<file path="src/rtl/mux_n_to_1_stream.sv">
// Registered N-channel stream multiplexer with fixed-select or round-robin arbitration.
// Optional packet lock (hold grant until in_last) is enabled by defining MUX_PKT_LOCK_EN.
module mux_n_to_1_stream #(
  parameter int N  = 4,
  parameter int W  = 8,
  parameter int SW = $clog2(N)
) (
  input  logic           clk,
  input  logic           reset,
  input  logic [N*W-1:0] in_data,
  input  logic [N-1:0]   in_valid,
  input  logic [N-1:0]   in_last,
  output logic [N-1:0]   in_ready,
  input  logic [SW-1:0]  sel,
  input  logic           mode,
  output logic [W-1:0]   out_data,
  output logic           out_last,
  output logic [SW-1:0]  out_chan,
  output logic           out_valid,
  input  logic           out_ready
);

  logic          load;
  logic          granted;
  logic          accept;
  logic [SW-1:0] g;
  logic [SW-1:0] rr_g;
  logic          rr_found;
  logic [SW-1:0] ptr;

`ifdef MUX_PKT_LOCK_EN
  logic          locked;
  logic [SW-1:0] lchan;
`endif

  // Scan from the channel after the last winner so every valid channel gets a turn.
  always_comb begin
    rr_found = 1'b0;
    rr_g     = '0;
    for (int k = 1; k <= N; k++) begin
      if (!rr_found && in_valid[(int'(ptr) + k) % N]) begin
        rr_found = 1'b1;
        rr_g     = SW'((int'(ptr) + k) % N);
      end
    end
  end

  always_comb begin
    granted = 1'b0;
    g       = '0;
    if (mode) begin
      granted = rr_found;
      g       = rr_g;
    end else begin
      granted = (int'(sel) < N);
      g       = sel;
    end
`ifdef MUX_PKT_LOCK_EN
    if (locked) begin
      granted = 1'b1;
      g       = lchan;
    end
`endif
  end

  assign load   = ~out_valid | out_ready;
  assign accept = load & granted & in_valid[g] & ~reset;

  always_comb begin
    in_ready = '0;
    if (load && granted && !reset) begin
      in_ready[g] = 1'b1;
    end
  end

  // Output register: a new beat may replace a draining one in the same cycle.
  always_ff @(posedge clk) begin
    if (reset) begin
      out_valid <= 1'b0;
      out_data  <= '0;
      out_last  <= 1'b0;
      out_chan  <= '0;
      ptr       <= SW'(N - 1);
`ifdef MUX_PKT_LOCK_EN
      locked    <= 1'b0;
      lchan     <= '0;
`endif
    end else if (accept) begin
      out_valid <= 1'b1;
      out_data  <= in_data[int'(g)*W +: W];
      out_last  <= in_last[g];
      out_chan  <= g;
      ptr       <= g;
`ifdef MUX_PKT_LOCK_EN
      if (!in_last[g]) begin
        locked <= 1'b1;
        lchan  <= g;
      end else begin
        locked <= 1'b0;
      end
`endif
    end else if (out_ready) begin
      out_valid <= 1'b0;
    end
  end

endmodule

</file>
<file path="config.mk">
export PLATFORM = sky130hd
export DESIGN_NAME = mux_n_to_1_stream
export DESIGN_NICKNAME = d
export VERILOG_FILES = /design/src/rtl/mux_n_to_1_stream.sv
export SDC_FILE = /design/constraint.sdc
export NUM_CORES = 1
export LEC_CHECK = 0
export CORE_UTILIZATION = 49
export CTS_BUF_LIST = sky130_fd_sc_hd__clkbuf_2 sky130_fd_sc_hd__clkbuf_4 sky130_fd_sc_hd__clkbuf_8
export DETAILED_ROUTE_END_ITERATION = 10
export GPL_TIMING_DRIVEN = 0
export PLACE_DENSITY = 0.86
export SYNTH_ARGS = -nofsm -noshare
export SYNTH_HDL_FRONTEND = slang
export SYNTH_SLANG_ARGS = --single-unit
</file>
<file path="constraint.sdc">
create_clock -name clk -period 3.8 [get_ports clk]
set_input_delay 0.76 -clock clk [delete_from_list [all_inputs] [get_ports clk]]
set_output_delay 0.76 -clock clk [all_outputs]
set_load 0.02 [all_outputs]
</file>
==> impl_metrics.json <==
{
  "status": "completed",
  "ios": 62,
  "synthCells": 220,
  "synth-async-reset-ratio": 0,
  "yosys.area.top_type": "dfxtp_1",
  "clock_sinks": 14,
  "cts_tree": "yes",
  "grt_max_degree": 11,
  "p_sw_frac": 0.379,
  "gp_congestion": 0.863,
  "cell_internal_pwr_mw": 0.370,
  "overflow": 0,
  "ctsHoldBuffers": 0,
  "crit_path_start_kind": "primary input",
  "start_util": 0.528,
  "wl_per_cell_um": 15.8,
  "powerDensity_nw_per_um2": 254,
  "slew_headroom": 0.657,
  "avgViaCountPerCell": 6.13,
  "min_path_type": "reg2reg",
  "finalCriticalPeriod_ns": 3.74,
  "drive_gt1_frac": 0.127,
  "endpoint_kind": "output pin",
  "clock_path_buffers": 2,
  "worst-endpoint-required_ns": 3.04,
  "post_cts_buffers": 0,
  "nNetsFinal": 331,
  "critPathTopFamily": "buffers and inverters",
  "netlist_area_um2": 1640,
  "root_buffer": "clkbuf_4",
  "yosys_warnings": 0,
  "crit_chain": "clkdlybuf4s50_1 -> nor3b_1 -> buf_2 -> or4b_4 -> nor2_1 -> clkdlybuf4s50_1",
  "clock_power_share": 0.182,
  "dieArea_um2": 3580,
  "seq_power_share": 0.289,
  "worstMarginPinSlew_ns": 0.514,
  "arrival_ns": 2.98,
  "numCtsBuffers": 3,
  "period_share": 0.984,
  "power_frac_comb": 0.529,
  "critical_path.max_fanout": 10,
  "ys_ff_latch": 14,
  "cp_common_cell": "clkdlybuf4s50_1",
  "hold_ws_ns": 0.468,
  "io_buffer_count": 60,
  "cts_max_level": 1,
  "ys_seq_area_frac": 0.171,
  "rsz0062_at_grt": "false",
  "num_vias": 2009,
  "first_pass_iters": 4,
  "crit_type": "in2out",
  "antenna_found_initial": 0,
  "antennaDiodeCount": 0,
  "vdd_ir_drop_max_v": 0.000200,
  "clock-skew-final_ns": 0.00310,
  "power_switching_mw": 0.225,
  "hold_violations": 0,
  "cp_slowest_cell": "clkdlybuf4s50_1",
  "die_y_um": 59.8,
  "drt-initial-drc-count": 151,
  "place_ws_ns": -0.0513,
  "placedCellCount": 324,
  "fp.dieW_um": 59.8,
  "dp_hpwl_um": 3880,
  "maxCapViolCount": 0,
  "path_clk_slew_ns": 0.08,
  "fin_cells": 328,
  "core-area_um2": 3100,
  "ys_types": 37,
  "ys_dominant_reg_cell": "dfxtp_1",
  "synthToLayoutAreaGrowth_pct": 43.1,
  "rows": 20,
  "cp_num_buf_inv": 3,
  "grt_pass1_wl_um": 8110,
  "insertion_delay_ns": 0.29,
  "setup_viol": 0,
  "synth-edff-count": 0,
  "grt_usage": 0.301,
  "leakagePower_nw": 0.864,
  "setup_slack_ns": 0.0599,
  "synth_area_per_cell_um2": 7.45,
  "ant_nets": 0,
  "syn-num-nets": 266,
  "synth_area_leaders": "dfxtp_1 (17%), mux2i_1 (11%), a21oi_1 (9.5%)",
  "grt_pass1_vias": 1826,
  "synth_top_area_share": 0.171,
  "critPathMaxStageDelay_ns": 0.60,
  "max_freq_ghz": 0.267,
  "drt-total-wl_um": 5180,
  "drc": 0,
  "maxSlewViolCount": 0,
  "fin_tns_setup_ns": 0
}
-- cells in the mapped netlist, drive strengths merged, types with 3 or more instances --
library cell   n
nor2          20
nand4          3
inv           12
mux2i         18
o221ai         9
dfxtp         14
nand2b         4
or2            4
o211ai        18
a21oi         32
o2bb2ai        9
o21ai         12
nand2          3
nand3         10
buf           15
o2111ai       11
clkbuf         8
-- power groups by stage --
stage | sequential, mW | clock [mW] | combinational (mW)
2_1_floorplan | 0.189 | 0 | 0.169
3_3_place_gp | 0.174 | 0 | 0.303
3_5_place_dp | 0.175 | 0 | 0.308
4_1_cts | 0.171 | 0.109 | 0.309
5_1_grt | 0.173 | 0.115 | 0.338
6_report | 0.172 | 0.108 | 0.315
-- sequential cells by signal, indices dropped and copies added, names as in the netlist --
signal and count:
out_last 1, out_data 8, out_valid 1, out_chan 2
ptr 2
-- per-layer routing --
metal / GRT usage / vias to the layer above / part of all wire
met2: 0.505 / 75 / 0.50
met5: 0 / - / 0
met4: 0.143 / 0 / 0.031
met1: 0.368 / 940 / 0.43
li1: - / 978 / -
met3: 0.0563 / 16 / 0.044
-- cell families after synthesis --
logic type,after synthesis,synth area share
AO/OA/AOI/OAI,97,0.440
AND/OR/NAND/NOR,56,0.181
buffers and inverters,35,0.0977
multiplexers,18,0.110
flip-flops,14,0.171
-- area by class of cell --
type	count	area (um^2)
buffer	23	121
timing repair buffer	60	601
multi-input combinational	171	1210
tap	44	55.1
inverter	12	45.0
fill	263	757
sequential	14	280
clock buffer	4	36.3
-- what timing repair did --
action                                 CTS  global route
gates resized for setup                  3             6
endpoints found under the hold margin    0             0
setup endpoints to repair                4             2
-- through the flow --
stage | utilization | power, mW | cell area (um^2)
final | 0.756 | 0.595 | 2350
after global routing | 0.756 | 0.627 | 2350
after CTS | 0.751 | 0.589 | 2330
after detailed placement | 0.740 | 0.483 | 2290
after global placement | 0.740 | 0.477 | 2290
after floorplan | - | 0.358 | 1640
-- worst min-delay path, cell delays in order (launching register included) --
cell and delay (ns):
dfxtp_1 0.31, nand3_1 0.06, a21oi_1 0.05
-- placed cells by master (no fill, tap or decap), types with 2 or more instances in the layout --
cell type        netlist  layout
a211oi_2               1       2
a21oi_1               31      30
buf_1                  3       3
buf_2                  8       7
buf_4                  3       3
clkbuf_1               8       7
clkbuf_4               0       5
clkdlybuf4s50_1        0      57
dfxtp_1               14      14
dlygate4sd2_1          0       2
inv_1                 12      12
mux2i_1               18      18
nand2_1                3       3
nand2b_1               4       4
nand3_1               10      10
nand4_1                3       3
nor2_1                20      20
nor2b_1                2       2
nor3_1                 2       2
o2111ai_1             11      11
o211ai_1              18      18
o21ai_0               12      12
o221ai_2               8       8
o2bb2ai_1              9       9
or2_2                  4       4
or2b_1                 2       2
-- worst paths after layout --
check | from | endpoint | slack, ns | cells past startpoint
worst min register to register | out_data[4]$_SDFFE_PP0P_ | out_data[4]$_SDFFE_PP0P_ | 0.47 | 2
worst min-delay path | out_data[4]$_SDFFE_PP0P_ | out_data[4]$_SDFFE_PP0P_ | 0.47 | 2
worst max register to register | ptr[1]$_SDFFE_PP1P_ | out_data[0]$_SDFFE_PP0P_ | 1.64 | 8
worst max-delay path | in_valid[3] | in_ready[2] | 0.06 | 6
Note: power is estimated with default switching activity, not from simulation.
==> RTL change: new RTL, same settings <==
`W`: 8 -> 6.
--- a/src/rtl/mux_n_to_1_stream.sv
+++ b/src/rtl/mux_n_to_1_stream.sv
@@ -2,7 +2,7 @@
 // Optional packet lock (hold grant until in_last) is enabled by defining MUX_PKT_LOCK_EN.
 module mux_n_to_1_stream #(
   parameter int N  = 4,
-  parameter int W  = 8,
+  parameter int W  = 6,
   parameter int SW = $clog2(N)
 ) (
   input  logic           clk,
Interface: changed (resized in_data and out_data); port bits go from 62 to 52. The function was not compared with the original's and may differ.
==> RTL change against the unedited design <==
Design area is 25% lower. Critical endpoint is now in_ready[1]. Non-clock buffer count is 21 lower. Sequential cell count is 2 lower. Worst setup slack better by 0.17 ns. Cell count is 30% lower. Total power is 5.5% lower. Area after synthesis is 28% lower. Routed wire length is 35% lower. Fmax is 4.9% higher.
==> RTL change: results (changes against the unedited design) <==
metric;value;unit;change
GRT Overall Usage;0.268;;-0.0331
wire length per cell;14.8;um;-6.0%
M1 WL;1500;um;-33%
Critical Path Start;in_valid[0];;
clock transition at the registers of the reported paths;0.07;ns;
WHS Endpoint;out_chan[0]$_SDFFE_PP0P_;;
CP Max Fanout;18;;+8
WL final;3380;um;-35%
routed vias;1353;;-33%
# nets final;240;;-27%
hold path depth;2;;unchanged
I/O Buffers;50;;-17%
Setup crit end;in_ready[1];;
Arr. time, crit path;2.81;ns;-0.17 ns
global routing usage on met1;0.327;;-0.0403
root buf cell;clkbuf_4;;
largest net degree at the start of global routing;14;;+3
biggest regs;out_data: 6 flops, out_chan: 2 flops, ptr: 2 flops;;
hold path start;out_chan[0]$_SDFFE_PP0P_;;
share of post-route cells with drive strength above 1;0.155;;+0.0282
area post-placement;0.00172;mm2;-25%
GRT met3 Usage;0.0417;;-0.0146
global-route wire length before repair;5360;um;-34%
Post-DP HPWL;2550;um;-34%
Commonest cells post-synth;mux2i_1 (16), nand2_1 (14), a21oi_1 (13), dfxtp_1 (12), nor3_1 (8);;
Pwr Total;562;uW;-5.5%
leak pwr;0.703;nW;-19%
GPL Wtd Cong;0.798;;-7.6%
syn nets;186;;-30%
clock share of power;0.143;;-0.039
filler cell count;169;;-36%
met2 WL;1560;um;-39%
register area share after synthesis;0.203;;+0.0315
Synth Instances;148;;-33%
Final Worst Setup Slack;0.234;ns;+0.174 ns
Sw Ratio;0.380;;+0.00135
synth unique cells;45;;+22%
FF-to-FF setup slack;1.44;ns;-0.20 ns
mux cell area share after synthesis;0.220;;+0.111
R2R Path End;out_chan[0]$_SDFFE_PP0P_;;
Clock Skew;0.00470;ns;+0.00160 ns
pre-CTS setup slack;-0.528;ns;-0.476 ns
Min-Delay Path Class;register to register;;
Iteration-0 DRC Markers;28;;-81%
DR top layer;met4;;
largest cells by area after synthesis;dfxtp_1 (20%), mux2i_1 (14%), mux2_2 (6.6%), a21oi_1 (5.5%), a41oi_1 (5.2%);;
CP max stage delay;0.50;ns;-0.10 ns
Slew @ Worst Pin;0.630;ns;+0.116 ns
Synth Area in Compound Gates;0.244;;-0.197
Global Route met2 Usage;0.463;;-0.0420
worst skew pair latency;0.28;ns;
status;finished, final reports clean;;
ys flop type;dfxtp_1;;
vias in the first global route;1196;;-35%
Post-Place Cells;226;;-30%
FF-to-FF path depth;9;;+1
worst hold slack;0.475;ns;+0.00657 ns
peak supply drop;0.307;mV;+54%
wire length on met3;272;um;+19%
RTL change: cell type report:
type,instances,area (um2),share of cell area
tap,28,35.0,0.0200
timing repair buffer,51,502,0.287
sequential,12,240,0.137
inverter,3,11.3,0.00644
buffer,11,78.8,0.0451
multi-input combinational,120,860,0.491
clock buffer,3,22.5,0.0129
RTL change: cells by family (layout without fill, tap and decap cells):
kind of cell	Yosys count	in the layout
AOI/OAI and AO/OA	42	42
muxes	24	24
DFF	12	12
buffers and inverters	16	68
and+or+nand+nor	54	54
RTL change: worst max-delay path: cells and delay by family:
kind / cells / cell delay (ns)
buf+inv: 3 / 1.11
compound gates: 2 / 0.38
simple gates: 2 / 0.53
RTL change: repair_timing:
| item | in CTS | in global routing |
|---|---|---|
| setup endpoints to repair | 4 | 2 |
| hold buffers | 0 | 0 |
| pin swaps | 1 | 0 |
| endpoints found under the hold margin | 0 | 0 |
| resized for setup | 8 | 0 |
| setup buffers | 1 | 0 |
